===== src/rtl/enet_gmii_tx_framer_if.sv =====
// -----------------------------------------------------------------------------
// enet_gmii_tx_framer_if
// Payload byte stream between the TX FIFO / DMA and the GMII framer.
//   tx_data  : payload byte
//   tx_valid : tx_data is valid
//   tx_last  : current byte is the last of the frame
//   tx_ready : byte accepted when tx_valid && tx_ready
// master = byte source, slave = framer.
// -----------------------------------------------------------------------------
interface enet_gmii_tx_framer_if;
    logic [7:0] tx_data;
    logic       tx_valid;
    logic       tx_last;
    logic       tx_ready;

    modport master (
        output tx_data,
        output tx_valid,
        output tx_last,
        input  tx_ready
    );

    modport slave (
        input  tx_data,
        input  tx_valid,
        input  tx_last,
        output tx_ready
    );
endinterface


===== src/rtl/enet_gmii_tx_framer.sv =====
// -----------------------------------------------------------------------------
// enet_gmii_tx_framer
// MAC-side GMII transmit framer: preamble, SFD, payload, optional zero pad,
// CRC-32 FCS (LSB first) and inter-frame gap.
//
// Ports
//   gmii_tx_clk : the only clock (GMII transmit clock)
//   rst         : synchronous, active-high reset
//   tx          : payload byte stream (slave side of enet_gmii_tx_framer_if)
//   gmii_tx_en  : GMII transmit enable (registered)
//   gmii_tx_er  : GMII transmit error (registered)
//   gmii_txd    : GMII transmit data (registered)
//   frame_done  : pulse while the last FCS byte is on gmii_txd
//   frame_err   : pulse while gmii_tx_er is high
//
// Parameters
//   IFG_CYCLES  : idle cycles after the last FCS byte (1..255); one extra
//                 cycle is spent in IDLE before the next preamble
//   MIN_PAYLOAD : minimum bytes between SFD and FCS when padding is built in
//
// Build option
//   ENET_TX_PAD_EN : when defined, runt frames are zero-padded to MIN_PAYLOAD
//                    bytes and the pad is covered by the CRC.
//
// The state names the producer of the next wire byte: the output flops are
// loaded from the current state, so a state's byte appears one cycle later.
// -----------------------------------------------------------------------------
module enet_gmii_tx_framer #(
    parameter int IFG_CYCLES  = 12,
    parameter int MIN_PAYLOAD = 60
) (
    input  logic                 gmii_tx_clk,
    input  logic                 rst,
    enet_gmii_tx_framer_if.slave tx,
    output logic                 gmii_tx_en,
    output logic                 gmii_tx_er,
    output logic [7:0]           gmii_txd,
    output logic                 frame_done,
    output logic                 frame_err
);
    typedef enum logic [3:0] {
        IDLE, PRE, SFD, DATA, PAD, FCS, ABORT, DROP, IFG
    } state_t;

    localparam logic [7:0]  PREAMBLE_BYTE = 8'h55;
    localparam logic [7:0]  SFD_BYTE      = 8'hD5;
    localparam logic [31:0] CRC_POLY_REFL = 32'hEDB88320;
    // IFG counts down to zero inclusive, giving IFG_CYCLES+1 low cycles on the
    // wire before IDLE can launch the next preamble byte.
    localparam logic [7:0]  IFG_LOAD      = 8'(IFG_CYCLES);
`ifdef ENET_TX_PAD_EN
    localparam logic [15:0] PAD_LAST      = 16'(MIN_PAYLOAD - 1);
`endif

    if (IFG_CYCLES < 1 || IFG_CYCLES > 255 || MIN_PAYLOAD < 1 || MIN_PAYLOAD > 65535) begin : g_param_check
        $error("enet_gmii_tx_framer: IFG_CYCLES or MIN_PAYLOAD out of range");
    end

    // Reflected CRC-32, one byte per call.
    function automatic logic [31:0] crc32_byte(input logic [31:0] crc_in, input logic [7:0] data);
        logic [31:0] c;
        c = crc_in ^ {24'h0, data};
        for (int b = 0; b < 8; b++) begin
            c = c[0] ? ((c >> 1) ^ CRC_POLY_REFL) : (c >> 1);
        end
        return c;
    endfunction

    state_t      state_reg, state_next;
    logic [2:0]  pre_cnt_reg, pre_cnt_next;
    logic [1:0]  fcs_idx_reg, fcs_idx_next;
    logic [7:0]  ifg_cnt_reg, ifg_cnt_next;
    logic [15:0] byte_cnt_reg, byte_cnt_next, byte_cnt_inc;
    logic [31:0] crc_reg, crc_next;
    logic [7:0]  txd_reg, txd_next;
    logic        tx_en_reg, tx_en_next;
    logic        tx_er_reg, tx_er_next;
    logic        frame_done_reg, frame_done_next;
    logic        frame_err_reg, frame_err_next;
    logic [7:0]  fcs_byte [4];

    // Complemented CRC split into wire bytes, least-significant byte first.
    for (genvar gi = 0; gi < 4; gi++) begin : g_fcs_byte
        assign fcs_byte[gi] = ~crc_reg[8*gi +: 8];
    end

    assign byte_cnt_inc = (byte_cnt_reg == 16'hFFFF) ? byte_cnt_reg : byte_cnt_reg + 16'd1;

    always_ff @(posedge gmii_tx_clk) begin
        if (rst) begin
            state_reg      <= IDLE;
            pre_cnt_reg    <= '0;
            fcs_idx_reg    <= '0;
            ifg_cnt_reg    <= '0;
            byte_cnt_reg   <= '0;
            crc_reg        <= '1;
            txd_reg        <= '0;
            tx_en_reg      <= 1'b0;
            tx_er_reg      <= 1'b0;
            frame_done_reg <= 1'b0;
            frame_err_reg  <= 1'b0;
        end else begin
            state_reg      <= state_next;
            pre_cnt_reg    <= pre_cnt_next;
            fcs_idx_reg    <= fcs_idx_next;
            ifg_cnt_reg    <= ifg_cnt_next;
            byte_cnt_reg   <= byte_cnt_next;
            crc_reg        <= crc_next;
            txd_reg        <= txd_next;
            tx_en_reg      <= tx_en_next;
            tx_er_reg      <= tx_er_next;
            frame_done_reg <= frame_done_next;
            frame_err_reg  <= frame_err_next;
        end
    end

    always_comb begin
        state_next      = state_reg;
        pre_cnt_next    = pre_cnt_reg;
        fcs_idx_next    = fcs_idx_reg;
        ifg_cnt_next    = ifg_cnt_reg;
        byte_cnt_next   = byte_cnt_reg;
        crc_next        = crc_reg;
        txd_next        = 8'h00;
        tx_en_next      = 1'b0;
        tx_er_next      = 1'b0;
        frame_done_next = 1'b0;
        frame_err_next  = 1'b0;
        tx.tx_ready     = 1'b0;

        case (state_reg)
            IDLE: begin
                // The first preamble byte is launched from here; the payload
                // byte stays on the bus until DATA.
                if (tx.tx_valid) begin
                    state_next   = PRE;
                    pre_cnt_next = '0;
                    tx_en_next   = 1'b1;
                    txd_next     = PREAMBLE_BYTE;
                end
            end
            PRE: begin
                // Six more preamble bytes after the one launched from IDLE.
                tx_en_next   = 1'b1;
                txd_next     = PREAMBLE_BYTE;
                pre_cnt_next = pre_cnt_reg + 3'd1;
                if (pre_cnt_reg == 3'd5) begin
                    state_next = SFD;
                end
            end
            SFD: begin
                tx_en_next    = 1'b1;
                txd_next      = SFD_BYTE;
                crc_next      = '1;
                byte_cnt_next = '0;
                state_next    = DATA;
            end
            DATA: begin
                tx.tx_ready = 1'b1;
                if (tx.tx_valid) begin
                    tx_en_next    = 1'b1;
                    txd_next      = tx.tx_data;
                    crc_next      = crc32_byte(crc_reg, tx.tx_data);
                    byte_cnt_next = byte_cnt_inc;
                    if (tx.tx_last) begin
                        fcs_idx_next = '0;
`ifdef ENET_TX_PAD_EN
                        state_next = (byte_cnt_reg < PAD_LAST) ? PAD : FCS;
`else
                        state_next = FCS;
`endif
                    end
                end else begin
                    // Underrun: poison the frame on the wire.
                    tx_en_next     = 1'b1;
                    tx_er_next     = 1'b1;
                    frame_err_next = 1'b1;
                    state_next     = ABORT;
                end
            end
`ifdef ENET_TX_PAD_EN
            PAD: begin
                tx_en_next    = 1'b1;
                crc_next      = crc32_byte(crc_reg, 8'h00);
                byte_cnt_next = byte_cnt_inc;
                if (byte_cnt_reg >= PAD_LAST) begin
                    fcs_idx_next = '0;
                    state_next   = FCS;
                end
            end
`endif
            FCS: begin
                tx_en_next   = 1'b1;
                txd_next     = fcs_byte[fcs_idx_reg];
                fcs_idx_next = fcs_idx_reg + 2'd1;
                if (fcs_idx_reg == 2'd3) begin
                    frame_done_next = 1'b1;
                    ifg_cnt_next    = IFG_LOAD;
                    state_next      = IFG;
                end
            end
            ABORT: begin
                // A tx_last byte can only arrive after the underrun, so the
                // remainder of the frame is always absorbed in DROP.
                state_next = DROP;
            end
            DROP: begin
                tx.tx_ready = 1'b1;
                if (tx.tx_valid && tx.tx_last) begin
                    ifg_cnt_next = IFG_LOAD;
                    state_next   = IFG;
                end
            end
            IFG: begin
                if (ifg_cnt_reg == 8'd0) begin
                    state_next = IDLE;
                end else begin
                    ifg_cnt_next = ifg_cnt_reg - 8'd1;
                end
            end
            default: begin
                state_next = IDLE;
            end
        endcase
    end

    assign gmii_tx_en = tx_en_reg;
    assign gmii_tx_er = tx_er_reg;
    assign gmii_txd   = txd_reg;
    assign frame_done = frame_done_reg;
    assign frame_err  = frame_err_reg;
endmodule


===== src/flat_wrapper.sv =====
// flat-port wrapper written by rule: the top's interface ports become plain ports
module enet_gmii_tx_framer_flat 
#(
    parameter int IFG_CYCLES  = 12,
    parameter int MIN_PAYLOAD = 60
)
  (gmii_tx_clk, rst, gmii_tx_en, gmii_tx_er, gmii_txd, frame_done, frame_err, tx_tx_data, tx_tx_valid, tx_tx_last, tx_tx_ready);
  enet_gmii_tx_framer_if tx_i ();
  input  logic gmii_tx_clk;
  input  logic rst;
  output logic gmii_tx_en;
  output logic gmii_tx_er;
  output logic [7:0] gmii_txd;
  output logic frame_done;
  output logic frame_err;
  input wire logic [$bits(tx_i.tx_data)-1:0] tx_tx_data;
  input wire logic [$bits(tx_i.tx_valid)-1:0] tx_tx_valid;
  input wire logic [$bits(tx_i.tx_last)-1:0] tx_tx_last;
  output wire logic [$bits(tx_i.tx_ready)-1:0] tx_tx_ready;
  assign tx_i.tx_data = tx_tx_data;
  assign tx_i.tx_valid = tx_tx_valid;
  assign tx_i.tx_last = tx_tx_last;
  assign tx_tx_ready = tx_i.tx_ready;
  enet_gmii_tx_framer #(.IFG_CYCLES(IFG_CYCLES), .MIN_PAYLOAD(MIN_PAYLOAD)) u_core (.gmii_tx_clk(gmii_tx_clk), .rst(rst), .tx(tx_i), .gmii_tx_en(gmii_tx_en), .gmii_tx_er(gmii_tx_er), .gmii_txd(gmii_txd), .frame_done(frame_done), .frame_err(frame_err));
endmodule

===== config.mk =====
export PLATFORM = sky130hd
export DESIGN_NAME = enet_gmii_tx_framer_flat
export DESIGN_NICKNAME = d
export VERILOG_FILES = /design/src/rtl/enet_gmii_tx_framer_if.sv /design/src/rtl/enet_gmii_tx_framer.sv /design/src/flat_wrapper.sv
export SDC_FILE = /design/constraint.sdc
export NUM_CORES = 1
export LEC_CHECK = 0
export CORE_UTILIZATION = 35
export CTS_BUF_LIST = sky130_fd_sc_hd__clkbuf_4 sky130_fd_sc_hd__clkbuf_8
export CTS_CLUSTER_SIZE = 16
export DETAILED_ROUTE_END_ITERATION = 7
export GPL_ROUTABILITY_DRIVEN = 0
export PLACE_DENSITY = 0.6
export SLEW_MARGIN = 20
export SYNTH_ARGS = -nofsm -noshare
export SYNTH_HDL_FRONTEND = slang
export SYNTH_SLANG_ARGS = --single-unit

===== constraint.sdc =====
create_clock -name gmii_tx_clk -period 2.76 [get_ports gmii_tx_clk]
set_clock_uncertainty 0.15 [all_clocks]
set_input_delay 0.552 -clock gmii_tx_clk [delete_from_list [all_inputs] [get_ports gmii_tx_clk]]
set_output_delay 0.552 -clock gmii_tx_clk [all_outputs]
set_load 0.005 [all_outputs]

# After elaboration in Yosys (flattened, before gate mapping)
# Cells that the tools add are included.
[totals]
latchBits = 0
inputBits = 12
out_inout_bits = 13
mem_bits_ro = 0
reg_bits = 60
ramBits = 0
mem_count = 0
word_cells = 101
[classes]
n_mux = 38
n_eq_ne = 18
n_shift = 0
magnitude_cmp = 1
n_div = 0
addsub = 3
multipliers = 0
n_bitwise = 16
n_reduce_logical = 16
[op_table]
columns = ["op", "n"]
rows = [
  ["32-bit two-way mux", 9],
  ["13-bit inverter with 14-bit output", 8],
  ["32-bit one-hot mux with 2 select lines", 1],
  ["8-bit two-way mux", 6],
  ["8-bit one-hot mux with 5 select lines", 1],
  ["8-bit inverter", 4],
  ["4-bit one-hot mux with 8 select lines", 1],
  ["32-bit by 8-bit XOR with 32-bit output", 1],
  ["4-bit two-way mux", 7],
  ["8-bit one-hot mux with 3 select lines", 1],
  ["8-bit binary-select mux with 2-bit select", 1],
  ["4-bit by 3-bit == test with 1-bit output, second input constant", 3],
  ["4-bit by 2-bit == test with 1-bit output, second input constant", 2],
  ["8-bit logical NOT", 1],
  ["2-bit by 1-bit != test with 1-bit output, second input constant", 4],
  ["2-bit != test, second input constant", 4],
  ["8-bit by 1-bit subtractor with 8-bit output, second input constant", 1],
  ["7-bit two-way mux", 1],
  ["3-bit one-hot mux with 2 select lines", 1],
  ["6-bit AND reduction", 1],
  ["2-bit nonzero test", 3],
  ["2-bit OR reduction", 3],
  ["4-bit by 1-bit == test with 1-bit output, second input constant", 1],
  ["4-bit == test, second input constant", 1],
  ["20 further kinds", 26],
]

# Longest topological paths before layout
[logic_depth]
depth_word = 19
ltp_mapped = 8

# Worst setup path after synthesis
# Ideal clock, no wire load.
[synth_path]
kind = "input -> register"
from = "input tx_tx_data[6]"
to = "register u_core.crc_reg[19]"
cell_stages = 5
path_slack_ps = 571
t_arrival_ps = 1913
setup_time_ps = 126
t_required_ps = 2484
cell_sequence = "xnor2_2 > xor3_2 > xor2_1 > nor4b_1 > nor3_1"
[synth_between]
elab_chain_len = 13
[synth_rtl]
columns = ["item", "line_no", "rtl"]
rows = [
  ["start: declaration", "flat_wrapper.sv:16", "input wire logic [$bits(tx_i.tx_data)-1:0] tx_tx_data;"],
  ["32-bit by 8-bit XOR with 32-bit output (*)", "enet_gmii_tx_framer.sv:62", "c = crc_in ^ {24'h0, data};"],
  ["13-bit inverter with 14-bit output (no line)", "--", ""],
  ["32-bit two-way mux (*) (7 in a row)", "enet_gmii_tx_framer.sv:64", "c = c[0] ? ((c >> 1) ^ CRC_POLY_REFL) : (c >> 1);"],
  ["13-bit inverter with 14-bit output (no line)", "--", ""],
  ["32-bit two-way mux (*)", "enet_gmii_tx_framer.sv:64", ""],
  ["32-bit two-way mux (*)", "enet_gmii_tx_framer.sv:160", "if (tx.tx_valid) begin"],
  ["32-bit one-hot mux with 2 select lines (*)", "enet_gmii_tx_framer.sv:131", "case (state_reg)"],
  ["end signal: assignment", "enet_gmii_tx_framer.sv:108", "crc_reg <= crc_next;"],
  ["end: declaration", "enet_gmii_tx_framer.sv:74", "logic [31:0] crc_reg, crc_next;"],
]
# Every way passes the cells marked *; elsewhere a longest branch is shown, timed or not. The select of a mux whose other input is x is not followed.
# A chain may end at the register's enable or synchronous reset.

# Worst setup path in the final report
[layout_path]
from = "register u_core.state_reg[0]"
to = "output tx_tx_ready"
[layout_between]
elab_chain_len = 3
word_cells_on_any_way = 4
classes_between = "2 x eq/ne; 1 x mux; 1 x reduce/logical"
[layout_rtl]
columns = ["item", "line_no", "rtl"]
rows = [
  ["start: declaration", "enet_gmii_tx_framer.sv:69", "state_t state_reg, state_next;"],
  ["start signal: assignment", "enet_gmii_tx_framer.sv:103", "state_reg <= state_next;"],
  ["4-bit by 2-bit == test with 1-bit output or 4-bit by 3-bit == test with 1-bit output (tied branches)", "enet_gmii_tx_framer.sv:131", ""],
  ["2-bit OR reduction (no line) (*)", "--", ""],
  ["1-bit two-way mux (*)", "enet_gmii_tx_framer.sv:131", ""],
  ["end: declaration", "flat_wrapper.sv:19", "output wire logic [$bits(tx_i.tx_ready)-1:0] tx_tx_ready;"],
]
# Every way passes the cells marked *; elsewhere a longest branch is shown, timed or not.

==> results.md <==
* Status: completed
* Port bufs at 24
* DIE HEIGHT at 104 um
* Max-Slew Margin vs Limit at 56.0%
* Vias in the first global route at 2622
* Worst R2R End: u_core.ifg_cnt_reg[6]
* Die width at 104 um
* DR vias at 2725
* Final setup TNS at 0 ns
* Origin of the critical flop-to-flop path: u_core.state_reg[3]
* Async set-or-reset flop fraction in the synthesized netlist at 0%
* Area leader, netlist: dfxtp_1
* Final hold vios at 0
* Total congestion overflow at 0
* Worst-Skew Late Latency at 0.35 ns
* Post-CTS Hold Buffers at 0
* CTS Root Cell: clkbuf_8
* Largest net degree at the start of global routing at 33
* Fin crit share at 89.3%
* Syn_area_per_cell at 10.1 um^2
* Antenna cells at 0
* Global Route Usage Sum at 16.2%
* DR WL/cell at 14.9 um
* Max-slew violations at 0
* Worst-Margin Slew at 0.655 ns
* Hold Crit Class: flip-flop to flip-flop
* Initial antenna violation count at 0
* Register area at 1200 um^2
* Max VDD drop at 0.000246 V
* # resized after CTS at 0
* CTS tree: built
* Worst Path Arrival at 1.76 ns
* Overall Power at 0.00306 W
* Longest Clk Path Bufs at 2
* Crit. End Element: output pin
* Global-route met3 utilization at 2.76%
* CP max-delay cell: dfxtp_1
* Largest register FFs at 32
* Synth cell count leaders: dfxtp_1 (60), nor2_1 (34), xnor2_1 (34)
* Hold Crit Depth at 2
* Clk sinks at 60
* Antenna Nets Post-Route at 0
* Starting Density at 36.7%
* Footprint of the multi-input gates at 2330 um^2
* Full die area at 10900 um^2
* Via-per-instance ratio at 5.05
* Most frequent cell after synthesis: dfxtp_1
* Final setup fails at 0
* Worst endpoint required time at 2.06 ns
* Share of the synthesized area in the top cell type at 32.9%
* Met1 usage at 23.2%
* Area Growth Syn to Fin at 21.2%
* Row count at 36
* Clock slew at reported path FFs at 0.08 ns
* Leak Pwr at 1.68 nW
* Post-DP HPWL at 5700 um
* CP max FO at 10
* Setup bufs post-CTS at 0
* Unrepaired setup endpoints after global routing: false
* Synth warnings at 0
* Synthesis-stage register bit count at 60
* Placed insts at 524
* Filler cells at 934
* Period minus WS final at 2.47 ns
* Fin cells at 540
* Max Cap Viol at 0
* First-pass GRT wire length at 13800 um
* Core area at 9950 um^2
* Hold_sp: u_core.ifg_cnt_reg[1]
* IO Count at 25
* Largest stage delay, worst path at 0.51 ns
* DR pass1 iterations at 4
* Met2 layer usage reported by global route at 23.0%
* Crit start category: flip-flop
* Post-Syn Area at 3650 um^2
* Final nets at 419
* Remaining DRCs at 0
* Sequential area share after synthesis at 32.9%
* CP cell instances: nand2_1 > nor2_1 > clkdlybuf4s50_1
* Synth top area cells: dfxtp_1 (33%), xnor2_1 (8.2%), xnor3_1 (8.0%)
* R2R depth at 5
* Pwr dens at 691 nW/um^2
* H-tree depth at 3
* Post-Syn Instances at 363
* Reg2Reg Setup Slack at 0.40 ns
* Final wirelength at 8040 um
* Layout cell share with drive strength beyond 1 at 19.2%
* Mapped Nets at 380
* CTS buffer count at 9
* Top achievable clock speed at 406 MHz
* Post-synthesis cell type count at 55
* CP Class: flip-flop to output pin
* End of the worst hold path: u_core.ifg_cnt_reg[1]
* Most used routing layer in global routing: met1
* Number of enable flip-flop cells after synthesis at 0
* Post-synth top flop: dfxtp_1
* 1st-iter DRT viols at 123
## layer usage
metal / wire length [um] / up-vias
li1: - / 1366
met1: 4010 / 1293
met2: 3500 / 51
met3: 311 / 15
met4: 223 / 0
met5: 0 / -
## placed cells by master, fill, tap and decap left out, types with 3 or more instances in the layout
| master | count |
|---|---|
| nand3_1 | 5 |
| nor2_1 | 34 |
| clkdlybuf4s50_1 | 24 |
| bufinv_16 | 3 |
| buf_4 | 29 |
| ha_1 | 5 |
| a211oi_1 | 6 |
| nand2_1 | 11 |
| xnor2_2 | 4 |
| clkbuf_8 | 9 |
| a21oi_1 | 14 |
| xnor2_1 | 34 |
| o22ai_1 | 27 |
| nor4_1 | 5 |
| inv_1 | 7 |
| xor3_1 | 3 |
| nand2b_1 | 32 |
| nor3_1 | 7 |
| or3_1 | 3 |
| or2_2 | 7 |
| dfxtp_1 | 60 |
| xor2_1 | 10 |
| mux4_2 | 8 |
| a31oi_1 | 7 |
| xnor3_1 | 13 |
## per-stage QoR
stage	utilization, %	setup WS [ns]	instance area (um^2)	hold slack (ns)
4_1_cts	44.5	0.271	4430	0.369
3_3_place_gp	42.0	-0.0124	4180	0.342
6_report	44.5	0.294	4430	0.367
3_5_place_dp	42.0	-0.0560	4180	0.356
2_1_floorplan	-	0.571	3650	0.323
5_1_grt	44.5	0.157	4430	0.405
## critical path: cells and delay by family (launching register included)
family,cells,cell delay [ns]
AND/OR/NAND/NOR,2,0.38
flip-flops,1,0.51
buffers and inverters,1,0.51
## report_power, final
part | internal [W] | switching [W] | leakage (nW)
logic | 0.000546 | 0.000487 | 1.07
registers | 0.000941 | 0.0000775 | 0.487
clock network | 0.000606 | 0.000401 | 0.120
total | 0.00209 | 0.000965 | 1.68
## cell families after synthesis
family	synth area share, %
AOI/OAI and AO/OA	13.1
xor gates and xnor gates	25.2
adders and majority gates	1.71
buffers and inverters	3.49
DFF	32.9
muxes	5.48
and+or+nand+nor	18.1
## worst max path at each step
stage,slack [ns],startpoint,to
2_1_floorplan,0.57,tx_tx_data[6],u_core.crc_reg[19]
3_3_place_gp,-0.01,tx_tx_data[3],u_core.crc_reg[25]
3_5_place_dp,-0.06,tx_tx_data[3],u_core.crc_reg[25]
4_1_cts,0.27,u_core.state_reg[0],tx_tx_ready
5_1_grt,0.16,tx_tx_data[3],u_core.crc_reg[25]
6_report,0.29,u_core.state_reg[0],tx_tx_ready
## area by class of cell
type	instances	share of cell area, %
clock buffer	9	2.80
tap	133	3.76
sequential	60	27.1
multi-input combinational	271	52.6
inverter	7	0.593
timing repair buffer	53	10.3
clock inverter	7	2.80
Power figures use the tool's default switching activity.
==> variant (same flow settings) <==
The option `ENET_TX_PAD_EN` is turned on by a define.
--- a/src/rtl/enet_gmii_tx_framer.sv
+++ b/src/rtl/enet_gmii_tx_framer.sv
@@ -25,6 +25,8 @@
 // The state names the producer of the next wire byte: the output flops are
 // loaded from the current state, so a state's byte appears one cycle later.
 // -----------------------------------------------------------------------------
+`define ENET_TX_PAD_EN
+
 module enet_gmii_tx_framer #(
     parameter int IFG_CYCLES  = 12,
     parameter int MIN_PAYLOAD = 60
Formal check against the unedited RTL: no difference found for any inputs over 10 cycles, from zero or initial values and one cycle with rst high; that may be too few to reach the edited logic, so the function may still have changed.
==> variant against the unedited design <==
  * Utilization decreased by 2.6 points
  * Critical path depth increased by 1
  * Worst setup slack got worse by 0.12 ns
  * Total power increased by 61%
  * Cell area increased by 38%
  * Area after synthesis increased by 44%
  * Register-to-register slack got worse by 0.18 ns
  * Sequential cell count increased by 16
  * Global-route usage increased by 4.3 points
  * Sequential share of layout area decreased by 2.2 points
  * Fmax decreased by 4.7%
  * Worst hold slack got worse by 0.034 ns
  * Largest cell class unchanged
  * Routed wire length increased by 89%
==> variant: results (changes against the unedited design) <==
Area after DPL=5930 um^2 (+42%); Total Wirelength=15.2 mm (+89%); DR vias/cell=5.72 (+13%); largest net degree at the start of global routing=27 (-18%); Worst VDD drop=0.259 mV (+5.4%); Flop pwr share=30.0% (-3.3 points); wire length on met3=931 um (+200%); placed insts=811 (+55%); grt met1 use=26.4% (+3.2 points); Leak=2.17 nW (+29%); DP Worst Slack=-0.120 ns (-0.0636 ns); gr usage total=20.5% (+4.3 points); vias=4731 (+74%); Fillers=1402 (+50%); HPWL Detailed=11.3 mm (+98%); R2R depth=6 (+1); Final Util=41.9% (-2.6 points); Gate power share=53.9% (+20 points); register area share after synthesis=29.0% (-3.9 points); Nets=656 (+57%); Max-slew headroom=51.5% (-4.5 points); Sw Share=42.3% (+11 points); Pre-Repair DR Iteration Count=6 (+2); initial DRC count=422 (+240%); layout cells sized above 1=16.5% (-2.7 points); Synth top cells by count=83 x xnor2_1, 76 x dfxtp_1, 49 x nor2_1; synth top area cells=dfxtp_1 29%, xnor2_1 14%, xor2_1 6.2%, a21oi_1 3.5%, nor2_1 3.5%; syn_nets=611 (+61%); met2 Usage GRT=32.9% (+9.9 points); status=complete, no violations; power in sequential cells=0.00148 W (+45%); met2 WL=7.08 mm (+100%); first-pass GRT wire length=25.1 mm (+82%); Critical Path AT=1.89 ns (+0.13 ns)
## variant: cell count changes in the layout (fill, tap and decap cells not counted), moves of 16 or more
cell and delta:
o22ai_1 -26, dfxtp_1 +16, xnor2_1 +49, xor2_1 +27, nand2_1 +19, nand2b_1 -29, buf_4 +30, a21oi_1 +23
## variant: final timing paths
check / slack, ns / to / from
hold / removal: 0.33 / u_core.byte_cnt_reg[1]$_SDFFE_PP0P_ / u_core.byte_cnt_reg[1]$_SDFFE_PP0P_
setup reg to reg: 0.22 / u_core.crc_reg[28]$_SDFFE_PP1P_ / u_core.crc_reg[4]$_SDFFE_PP1P_
hold reg to reg: 0.33 / u_core.byte_cnt_reg[1]$_SDFFE_PP0P_ / u_core.byte_cnt_reg[1]$_SDFFE_PP0P_
setup / recovery: 0.17 / tx_tx_ready / u_core.state_reg[0]$_SDFFE_PP0P_
## variant: repair_timing
action	CTS	global route
gates resized for setup	1	1
endpoints found under the setup margin	1	1
endpoints found under the hold margin	0	0
## variant: critical path: stages (launching register included)
cell,delay (ns)
dfxtp_1,0.38
buf_4,0.23
nor2b_4,0.26
and2_1,0.15
clkdlybuf4s50_1,0.49
## variant: kinds of logic (layout without fill, tap and decap cells)
kind of cell    count (synthesis)  in the layout  synth area share, %
compound gates                155            155                 21.2
buf+inv                        57            107                 4.91
fa+ha+maj                       6              6                 1.43
mux                             9              9                 3.63
xor+xnor                      132            132                 24.5
flops                          76             76                 29.0
simple gates                  158            158                 15.2
## variant: cell type report
class | count | share of cell area, %
well taps | 184 | 3.77
clock inverters | 7 | 0.859
multi-input cells | 460 | 56.8
repair buffers | 83 | 11.2
clock buffers | 9 | 2.03
flip-flops and latches | 76 | 24.9
inverters | 8 | 0.491
